<file path="src/rtl/shift_reg_bank.sv">
// WIDTH-bit shift/load register with clock enable, rotate/fill shifts and true/complement outputs.
// Optional: define SYNC_SET_EN to add the synchronous active-low set input s.
module shift_reg_bank #(
  parameter int unsigned     WIDTH     = 4,
  parameter logic [WIDTH-1:0] RESET_VAL = {WIDTH{1'b0}}
) (
  input  logic             clk,
  input  logic             r,
`ifdef SYNC_SET_EN
  input  logic             s,
`endif
  input  logic             en,
  input  logic [1:0]       mode,
  input  logic             rot,
  input  logic             sin_r,
  input  logic             sin_l,
  input  logic [WIDTH-1:0] D,
  output logic [WIDTH-1:0] Q,
  output logic [WIDTH-1:0] Qr,
  output logic             sout,
  output logic             zero
);

  localparam int unsigned MODE_W = 2;
  localparam logic [MODE_W-1:0] MODE_HOLD  = MODE_W'(0);
  localparam logic [MODE_W-1:0] MODE_SHR   = MODE_W'(1);
  localparam logic [MODE_W-1:0] MODE_SHL   = MODE_W'(2);
  localparam logic [MODE_W-1:0] MODE_LOAD  = MODE_W'(3);

  logic [WIDTH-1:0] q_next;
  logic             sout_next;
  logic             set_n;
  logic             fill_r;
  logic             fill_l;

`ifdef SYNC_SET_EN
  assign set_n = s;
`else
  assign set_n = 1'b1;
`endif

  // Bits entering the register on a shift: wrapped-around bit or serial input
  assign fill_r = rot ? Q[0]       : sin_r;
  assign fill_l = rot ? Q[WIDTH-1] : sin_l;

  // Next-state selection: set, then enable, then mode
  always_comb begin
    q_next    = Q;
    sout_next = sout;
    if (!set_n) begin
      q_next    = {WIDTH{1'b1}};
      sout_next = 1'b0;
    end else if (en) begin
      case (mode)
        MODE_SHR: begin
          q_next    = {fill_r, Q[WIDTH-1:1]};
          sout_next = Q[0];
        end
        MODE_SHL: begin
          q_next    = {Q[WIDTH-2:0], fill_l};
          sout_next = Q[WIDTH-1];
        end
        MODE_LOAD: q_next = D;
        MODE_HOLD: ;
        default: ;
      endcase
    end
  end

  always_ff @(posedge clk or negedge r) begin
    if (!r) begin
      Q    <= RESET_VAL;
      sout <= 1'b0;
    end else begin
      Q    <= q_next;
      sout <= sout_next;
    end
  end

  assign Qr   = ~Q;
  assign zero = (Q == '0);

endmodule

</file>
<file path="config.mk">
export PLATFORM = sky130hd
export DESIGN_NAME = shift_reg_bank
export DESIGN_NICKNAME = d
export VERILOG_FILES = /design/src/rtl/shift_reg_bank.sv
export SDC_FILE = /design/constraint.sdc
export NUM_CORES = 1
export LEC_CHECK = 0
export CORE_AREA = 5 5 42 44
export CTS_CLUSTER_DIAMETER = 50
export CTS_CLUSTER_SIZE = 10
export DETAILED_ROUTE_END_ITERATION = 12
export DIE_AREA = 0 0 47 49
export SETUP_SLACK_MARGIN = 0.2
export SLEW_MARGIN = 30
export SYNTH_ARGS = -nofsm -noshare
export SYNTH_HDL_FRONTEND = slang
export SYNTH_SLANG_ARGS = --single-unit
</file>
<file path="constraint.sdc">
create_clock -name clk -period 1.2 [get_ports clk]
set_input_delay 0.24 -clock clk [delete_from_list [all_inputs] [get_ports clk]]
set_output_delay 0.24 -clock clk [all_outputs]
set_load 0.005 [all_outputs]
</file>
==> results of run 1 <==
==> placed cells by master (no fill, tap or decap), drive strengths merged, types with 3 or more instances in the layout <==
| cell type | Yosys | routed |
|---|---|---|
| a22oi | 3 | 3 |
| nand2 | 4 | 4 |
| clkdlybuf4s50 | 0 | 8 |
| buf | 2 | 18 |
| nor2 | 5 | 5 |
| a31oi | 5 | 5 |
| dfrtp | 5 | 5 |
| clkbuf | 0 | 6 |
| inv | 6 | 6 |
| ha | 3 | 3 |
==> worst min path at each step <==
| stage | cells past startpoint | start | slack, ps | endpoint |
|---|---|---|---|---|
| 3_3_place_gp | 1 | r | 480 | sout$_DFFE_PN0P_ |
| 5_1_grt | 1 | r | 250 | Q[1]$_DFFE_PN0P_ |
| 4_1_cts | 1 | r | 230 | Q[1]$_DFFE_PN0P_ |
| 6_report | 1 | r | 230 | Q[1]$_DFFE_PN0P_ |
| 2_1_floorplan | 0 | r | -60 | Q[0]$_DFFE_PN0P_ |
| 3_5_place_dp | 1 | r | 480 | sout$_DFFE_PN0P_ |
==> state kept, by name (all words and copies together), names as in the netlist <==
register,count
sout,1
Q,4
==> cell families after synthesis <==
family / count (synthesis) / synth area share
buffers and inverters: 8 / 0.1138
AOI/OAI and AO/OA: 10 / 0.1759
adders and majority gates: 3 / 0.1035
and+or+nand+nor: 12 / 0.1724
muxes: 3 / 0.08965
DFF: 5 / 0.3448
==> per-layer routing <==
metal / wire [um] / vias up / track usage / part of all wire
li1: - / 208 / - / -
met1: 458 / 192 / 0.1269 / 0.42
met2: 500 / 27 / 0.1448 / 0.46
met3: 106 / 2 / 0.007380 / 0.098
met4: 19 / 0 / 0.08295 / 0.018
met5: 0 / - / 0 / 0
==> power breakdown <==
| part | switching (mW) | total (mW) | internal [mW] |
|---|---|---|---|
| Clock | 0.0595 | 0.185 | 0.125 |
| Sequential | 0.0243 | 0.228 | 0.203 |
| Combinational | 0.174 | 0.459 | 0.284 |
==> layout make-up <==
class / instances / area (um2) / area share
multi-input cells: 28 / 235.2 / 0.3230
flip-flops and latches: 5 / 125.1 / 0.1718
well taps: 16 / 20.02 / 0.02749
clock buffers: 4 / 26.28 / 0.03608
repair buffers: 31 / 299.0 / 0.4107
inverters: 6 / 22.52 / 0.03093
==> repair_timing <==
action                     CTS  global route
setup endpoints to repair   15            14
hold buffers                 0             0
setup buffers                4             2
gates resized for setup     58            14
hold endpoints to repair     0             0
pin swaps                    6             7
==> flow_summary.yaml, run 1 <==
status:
  status: "complete, but fails checks"
  violations: "setup timing"
critical_path:
  crit_family: "buffers and inverters"
  worst-setup-path-type: "flip-flop to output pin"
  cp_slowest_cell: "sky130_fd_sc_hd__dfrtp_1"
  reg2reg_slack_ps: 40
  regToRegEndpoint: "Q[3]$_DFFE_PN0P_"
  worstReg2RegStart: "Q[0]$_DFFE_PN0P_"
  endpoint_arrival_time_on_the_critical_path_ps: 1030
  worst-r2r-cell-count: 5
  path_buf_inv: 2
  endpoint_kind: "output pin"
  kind_of_launch_point_of_the_worst_setup_path: "flip-flop"
  timing.critical_path.slowest_cell_delay_ps: 370
  cp.depth: 2
  worst-endpoint-required_ps: 960
  critical_path_peak_fanout: 5
  critical_path.endpoint: "Q[1]"
  worstPathCellList: "buf_4 -> dlygate4sd2_1"
  worst_setup_path_startpoint: "Q[1]$_DFFE_PN0P_"
route:
  route.vias.total: 429
  detail-route-antenna-nets: 0
  routed_wire_length_per_instance_um: 12.04
  drt_wl_total_um: 1084
  drt-pass1-iter-count: 4
  avgViaCountPerCell: 4.767
  drc: 0
  initialDrtViolationCount: 10
pwr:
  irDropWorstVdd_uv: 450.2
  pwr_density_cell_mw_per_mm2: 1196
  post-layout-total-power_uw: 870.8
  p_leak_nw: 0.3504
sta:
  worst-slew-pin-transition_ps: 237.0
  fmaxAchievable_mhz: 789.5
  drv_slew: 0
  finalWorstSetupSlack_ps: -66.69
  rsz_0062_raised_after_global_routing: "yes"
  finalSetupViolCount: 3
  fin_setup_tns_ps: -156.2
  finalHoldWorstSlack_ps: 230.9
  worst_clock_skew_ps: 2.286
  hold_violations: 0
  final_min_period_over_clock_period: 1.056
  period_needed_ps: 1267
  slew_headroom: 0.8415
finish:
  final_net_count: 90
  post-route-util: 0.5196
  fill_cell_count: 137
  post_route_cells_drive_above_1_share: 0.5405
  finalInstanceArea_um2: 728.2
  stdcell_count: 90
  diodes: 0
  flow.area_growth_from_synthesis_pct: 100.7
logic_synthesis:
  synth_top_flop_cell: "sky130_fd_sc_hd__dfrtp_1"
  synth_largest_area_cell: "sky130_fd_sc_hd__dfrtp_1"
  synthesis.area_per_instance_um2: 8.850
  synth.net_count: 56
  synth_enable_flop_cells: 0
  synth.distinct_cells: 16
  syn-cell-area_um2: 362.8
  synthesis.instances: 41
  sequential_fraction_of_the_synthesis_area: 0.3448
  yosys-top-cells-area: "sky130_fd_sc_hd__dfrtp_1 (34%), sky130_fd_sc_hd__ha_1 (10%), sky130_fd_sc_hd__a31oi_1 (8.6%)"
  yosys-top-cells-count: "sky130_fd_sc_hd__inv_1 (6), sky130_fd_sc_hd__a31oi_1 (5), sky130_fd_sc_hd__dfrtp_1 (5), sky130_fd_sc_hd__nand2_1 (4), sky130_fd_sc_hd__nor2_1 (4)"
  synth.ff_latch_count: 5
  postSynth.asyncResetShare: 1.000
  ys.warnings.count: 0
  synth.most_common_cell: "sky130_fd_sc_hd__inv_1"
  synthDominantCellAreaShare: 0.3448
flow_run:
  drv_cap: 0
clock_network:
  cts_inserted_buffers: 3
  h_tree_level_count: 1
  clock_tree.root_cell: "sky130_fd_sc_hd__clkbuf_4"
  clkLatencyLatePin_ps: 230
  tritoncts: "done"
  worst_setup_hold_path_clk_slew_ps: 40
  clkSinkCount: 5
  clk_buf_depth: 2
global_routing:
  global_route.overflow_total: 0
  grtUsageTotal: 0.09972
  grt_antenna_before_repair: 0
  grt_pass1_wl_um: 1649
  maximum_number_of_pins_on_one_net_before_global_route_repair: 9
  first_global_vias: 400
floorplan:
  die_width_um: 47
  placeableCoreArea_mm2: 0.001401
  die_area_mm2: 0.002303
  initial_core_util: 0.2589
  fp-row-count: 14
  io-pin-count: 22
  die-height_um: 49
placement:
  detailed_place_hpwl_um: 717.8
  port_buffers: 21
  gp_congestion: 0.7437
  place_inst: 80
  placedInstanceArea_um2: 604.3
  detailedPlace.worstSlack_ps: -378.4
worst_hold_path:
  min-delay-path-class: "input port to async pin"
No activity file was read; power rests on OpenSTA's default activity.
==> run 2, diff against run 1 <==
--- a/config.mk
+++ b/config.mk
@@ -10,6 +10,7 @@
 export CTS_CLUSTER_SIZE = 10
 export DETAILED_ROUTE_END_ITERATION = 12
 export DIE_AREA = 0 0 47 49
+export GPL_ROUTABILITY_DRIVEN = 0
 export SETUP_SLACK_MARGIN = 0.2
 export SLEW_MARGIN = 30
 export SYNTH_ARGS = -nofsm -noshare
==> results of run 2 <==
Final layout, timing and power as in run 1 (identical DEF).
==> edit 1, RTL diff (config.mk and constraints of run 2) <==
Add a define of `SYNC_SET_EN`.
--- a/src/rtl/shift_reg_bank.sv
+++ b/src/rtl/shift_reg_bank.sv
@@ -1,5 +1,7 @@
 // WIDTH-bit shift/load register with clock enable, rotate/fill shifts and true/complement outputs.
 // Optional: define SYNC_SET_EN to add the synchronous active-low set input s.
+`define SYNC_SET_EN
+
 module shift_reg_bank #(
   parameter int unsigned     WIDTH     = 4,
   parameter logic [WIDTH-1:0] RESET_VAL = {WIDTH{1'b0}}
Interface: changed (added s); port bits go from 22 to 23. The function was not compared with the original's and may differ.
==> edit 1 against run 2 <==
  * The run still ends with negative setup slack left
  * Final cell count rose by 6.7%
  * Sequential cell count unchanged
  * Maximum frequency rose by 0.31%
  * Count of clock-buffer cells in the layout unchanged
  * Setup slack better by 3.9 ps
  * Final area is 6.9% higher
  * Synthesized area up 3.4%
  * Wire length up 4.3%
Power is not compared: it rests on default switching activity, and its combinational part moved more than twofold at a synthesized area within 25%.
==> edit 1: results (changes against run 2) <==
| Step | Metric | Reported | Delta |
|:---|:---|:---|:---|
| run status | Result of the run | finished with violations |  |
| run status | Failing checks | negative setup slack |  |
| sta | Final worst setup slack | -62.8 ps | +3.87 ps |
| grt | GR Util met3 | 1.85% | +1.1 points |
| route | Total length of routed met3 wires | 60 µm | -43% |
| logic synthesis | Adder-Cell Fraction of Synth Area | 0% | -10 points |
| logic synthesis | Dominant cells by area after synthesis | dfrtp_1 (33%), mux2i_1 (16%), o22a_1 (7.0%), inv_1 (6.0%), buf_6 (3.0%) |  |
| grt | Via count of the first global-routing pass | 455 | +14% |
| sta | Post-route setup TNS | -255 ps | -98.4 ps |
| grt | Global-route track usage on met1 | 13.6% | +0.89 points |
| logic synthesis | Share of cell area taken by muxes after synthesis | 16.0% | +7.0 points |
| route | Number of detailed-routing iterations run before antenna repair | 2 | -2 |
| grt | GRT Util Overall | 10.7% | +0.71 points |
| logic synthesis | Compound-gate portion of the synthesized area | 25.0% | +7.4 points |
| logic synthesis | Most instantiated cells after synthesis | inv_1 (6), mux2i_1 (6), dfrtp_1 (5), o22a_1 (3) |  |
| placed design | Setup Slack @ Placement | -373 ps | +4.91 ps |
| route | Final routed wirelength across all metal layers | 1130 µm | +4.3% |
| power | Design Power | 569 µW |  |
| logic synthesis | Average cell area after synthesis | 9.16 µm² | +3.4% |
| sta | Setup violations, final | 5 | +2 |
| final layout | Nets | 94 | +4.4% |
| sta | Clock skew | 0.0850 ps | -2.20 ps |
| grt | Maximum number of pins on one net before global-route repair | 10 | +1 |
| logic synthesis | Number of library cell types mapped by synthesis | 22 | +6 |
| route | Via count | 439 | +2.3% |
| sta | Worst-case headroom to the max-slew limit | 81.6% | -2.6 points |
| route | DRC violation total after the first TritonRoute iteration | 1 | -9 |
| logic synthesis | Post-synthesis sequential area ratio | 33.3% | -1.1 points |
| placed design | Number of cells after detailed placement | 89 | +11% |
| placed design | Half-perimeter wire length after placement | 929 µm | +29% |
| grt | Wire length of the first global-routing pass | 1810 µm | +9.6% |
| placed design | Number of port buffers | 22 | +4.8% |
==> edit 1: worst paths after layout <==
path,startpoint,to,slack [ps],depth (start not counted)
max,Q[3],Q[3],-60,2
min,r,Q[3],220,1
max reg2reg,Q[1],Q[0],10,5
min reg2reg,Q[2],Q[2],660,2
max in group asynchronous,r,Q[2],800,1
min in group clk,en,sout,560,3
==> edit 1: cell type report <==
type / count / area [µm²]
Clock buffer: 4 / 26.3
Fill cell: 140 / 623
Inverter: 6 / 27.5
Multi-Input combinational cell: 28 / 230
Sequential cell: 5 / 125
Tap cell: 16 / 20.0
Timing Repair Buffer: 37 / 349
==> edit 1: repair_timing <==
action,4_1_cts,5_1_grt
pin swaps,7,3
resized for setup,56,1
buffers inserted,3,0
endpoints found under the setup margin,15,15
==> edit 1: worst register-to-register path, cell delays in order, from the launching register on <==
cell and delay [ps]:
dfrtp_1 380, buf_6 130, inv_4 50, buf_6 80, o21ai_2 40, o41a_1 370
==> edit 2, RTL diff (flow settings as in run 2) <==
Without the edit above. Add an input register stage for `en`, `mode`, `rot`, `sin_r`, `sin_l` and `D`, without a reset; this delays them by one clock.
--- a/src/rtl/shift_reg_bank.sv
+++ b/src/rtl/shift_reg_bank.sv
@@ -27,6 +27,22 @@
   localparam logic [MODE_W-1:0] MODE_SHL   = MODE_W'(2);
   localparam logic [MODE_W-1:0] MODE_LOAD  = MODE_W'(3);
 
+  logic en_q;
+  logic [1:0] mode_q;
+  logic rot_q;
+  logic sin_r_q;
+  logic sin_l_q;
+  logic [WIDTH-1:0] D_q;
+
+  always_ff @(posedge clk) begin
+    en_q    <= en;
+    mode_q  <= mode;
+    rot_q   <= rot;
+    sin_r_q <= sin_r;
+    sin_l_q <= sin_l;
+    D_q     <= D;
+  end
+
   logic [WIDTH-1:0] q_next;
   logic             sout_next;
   logic             set_n;
@@ -40,8 +56,8 @@
 `endif
 
   // Bits entering the register on a shift: wrapped-around bit or serial input
-  assign fill_r = rot ? Q[0]       : sin_r;
-  assign fill_l = rot ? Q[WIDTH-1] : sin_l;
+  assign fill_r = rot_q ? Q[0]       : sin_r_q;
+  assign fill_l = rot_q ? Q[WIDTH-1] : sin_l_q;
 
   // Next-state selection: set, then enable, then mode
   always_comb begin
@@ -50,8 +66,8 @@
     if (!set_n) begin
       q_next    = {WIDTH{1'b1}};
       sout_next = 1'b0;
-    end else if (en) begin
-      case (mode)
+    end else if (en_q) begin
+      case (mode_q)
         MODE_SHR: begin
           q_next    = {fill_r, Q[WIDTH-1:1]};
           sout_next = Q[0];
@@ -60,7 +76,7 @@
           q_next    = {Q[WIDTH-2:0], fill_l};
           sout_next = Q[WIDTH-1];
         end
-        MODE_LOAD: q_next = D;
+        MODE_LOAD: q_next = D_q;
         MODE_HOLD: ;
         default: ;
       endcase
Formal check against the unedited RTL: not equivalent (a bounded check fails within 4 cycles, from zero or initial values).
==> edit 2 against run 2 <==
  * The run still ends with negative setup slack left
  * Non-clock buffer count grew 4
  * Register-to-register slack lost 80 ps
  * Count of clock-buffer cells in the layout is the same
  * Combinational power grew 14%
  * Utilization grew 19 points
  * Wire length grew 14%
  * Sequential cell count grew 10
  * Maximum frequency shrank 8.7%
  * Setup slack lost 120 ps
  * Total power grew 59%
  * Synthesized area grew 55%
  * Final area grew 36%
  * Largest power group is now registers
  * Highest routed layer unchanged
==> edit 2: results (changes against run 2) <==
| Step | Metric | Reported | Delta |
|:---|:---|:---|:---|
| sta | Clock skew | 0.682 ps | -1.60 ps |
| final layout | Share of cells above drive strength 1 | 54.5% | +0.49 points |
| run status | Result of the run | finished with violations |  |
| setup path | Flop-to-flop setup slack | -40 ps | -80 ps |
| sta | Slew at the pin closest to its max-slew limit | 222 ps | -14.9 ps |
| logic synthesis | Adder-Cell Fraction of Synth Area | 6.67% | -3.7 points |
| route | Wire per inst | 11.9 µm | -1.0% |
| route | Final routed wirelength across all metal layers | 1240 µm | +14% |
| logic synthesis | Post-synthesis sequential area ratio | 57.8% | +23 points |
| logic synthesis | Post-Syn Nets | 66 | +18% |
| power | Leakage power figure | 0.000447 µW | +28% |
| power | Portion of total power attributed to combinational logic | 37.6% | -15 points |
| logic synthesis | Most instantiated cells after synthesis | dfxtp_1 (10), inv_1 (6), a31oi_1 (5), dfrtp_1 (5) |  |
| power | Fraction of power consumed by sequential logic | 42.2% | +16 points |
| setup path | Critical Path AT | 1150 ps | +120 ps |
| sta | Post-route setup TNS | -352 ps | -196 ps |
| sta | Final worst setup slack | -187 ps | -121 ps |
| route | DRC violation total after the first TritonRoute iteration | 2 | -8 |
| final layout | Nets | 104 | +16% |
| logic synthesis | Average cell area after synthesis | 11.0 µm² | +25% |
| route | Routed vias/inst | 4.75 | -0.35% |
| power | Peak VDD IR | 0.662 mV | +47% |
| logic synthesis | Dominant cells by area after synthesis | dfxtp_1 (36%), dfrtp_1 (22%), ha_1 (6.7%), a31oi_1 (5.6%), a22oi_1 (4.0%) |  |
| power | Internal power summed over all cells | 1020 µW | +67% |
| placed design | Half-perimeter wire length after placement | 797 µm | +11% |
| placed design | Number of cells after detailed placement | 90 | +13% |
| setup path | Maximum net fanout on the critical path | 2 | -3 |
| grt | Via count of the first global-routing pass | 412 | +3.0% |
| grt | GRT Util Overall | 11.0% | +0.99 points |
| logic synthesis | Number of library cell types mapped by synthesis | 17 | +1 |
| setup path | Delay contributed by the slowest stage of the critical path | 400 ps | +30 ps |
| sta | Setup violations, final | 4 | +1 |
| clock tree | Clock-pin slew reported for the worst setup and hold paths after clock tree synthesis | 80 ps | +40 ps |
| run status | Failing checks | negative setup slack |  |
| logic synthesis | Share of async-settable or async-resettable flops after synthesis | 33.3% | -67 points |
| logic synthesis | Share of cell area taken by muxes after synthesis | 5.78% | -3.2 points |
| logic synthesis | Compound-gate portion of the synthesized area | 11.3% | -6.3 points |
| final layout | Registers with the highest flip-flop counts | D_q (4), Q (4), mode_q (2) |  |
| clock tree | Clock Latency Late Sink | 280 ps | +50 ps |
| placed design | Placed Instance Area | 817 µm² | +35% |
==> edit 2: changes by cell type in the layout (fill, tap and decap cells not counted), moves of 2 or more <==
cell and change:
inv_1 -2, dfxtp_1 +8, buf_6 +5, buf_4 +2, clkdlybuf4s50_1 +3, clkbuf_2 -2
dfxtp_2 +2
==> edit 2: path summary, 6_finish.rpt <==
path / start / to / depth (start not counted)
max in group asynchronous: r / Q[1] / 1
min: r / Q[3] / 1
max: Q[2] / zero / 3
min reg2reg: en_q / sout / 1
max reg2reg: Q[3] / Q[0] / 6
min in group clk: mode[1] / mode_q[1] / 1
==> edit 2: worst max-delay path: cells and delay by family, from the launching register on <==
family	cells	cell delay, ps
AND/OR/NAND/NOR	1	200
flip-flops	1	400
buffers and inverters	2	270
==> edit 2: stage by stage <==
| step | util, % | hold slack [ps] | power (µW) |
|---|---|---|---|
| 2_1_floorplan | - | -55.6 | 719 |
| 3_3_place_gp | 58.3 | 453 | 935 |
| 3_5_place_dp | 58.3 | 459 | 936 |
| 4_1_cts | 66.0 | 175 | 1310 |
| 5_1_grt | 70.5 | 182 | 1460 |
| 6_report | 70.5 | 171 | 1390 |
==> edit 2: area by class of cell <==
class                   instances  area [µm²]
clock buffers                   4        26.3
flip-flops and latches         15         328
inverters                       6        25.0
fillers                       109         413
repair buffers                 35         353
multi-input cells              28         236
well taps                      16        20.0
==> edit 2: metal layers <==
layer	wire, µm	vias up	GRT usage, %	share of wire, %
met2	681	22	19.0	55
met5	0	-	0	0
met4	13	0	5.53	1.0
li1	-	247	-	-
met3	89	2	2.21	7.2
met1	455	223	11.8	37
==> edit 2: repair_timing <==
action,4_1_cts,5_1_grt
endpoints found under the setup margin,15,15
gates resized for setup,56,16
pin swaps,3,4
setup buffers,7,3
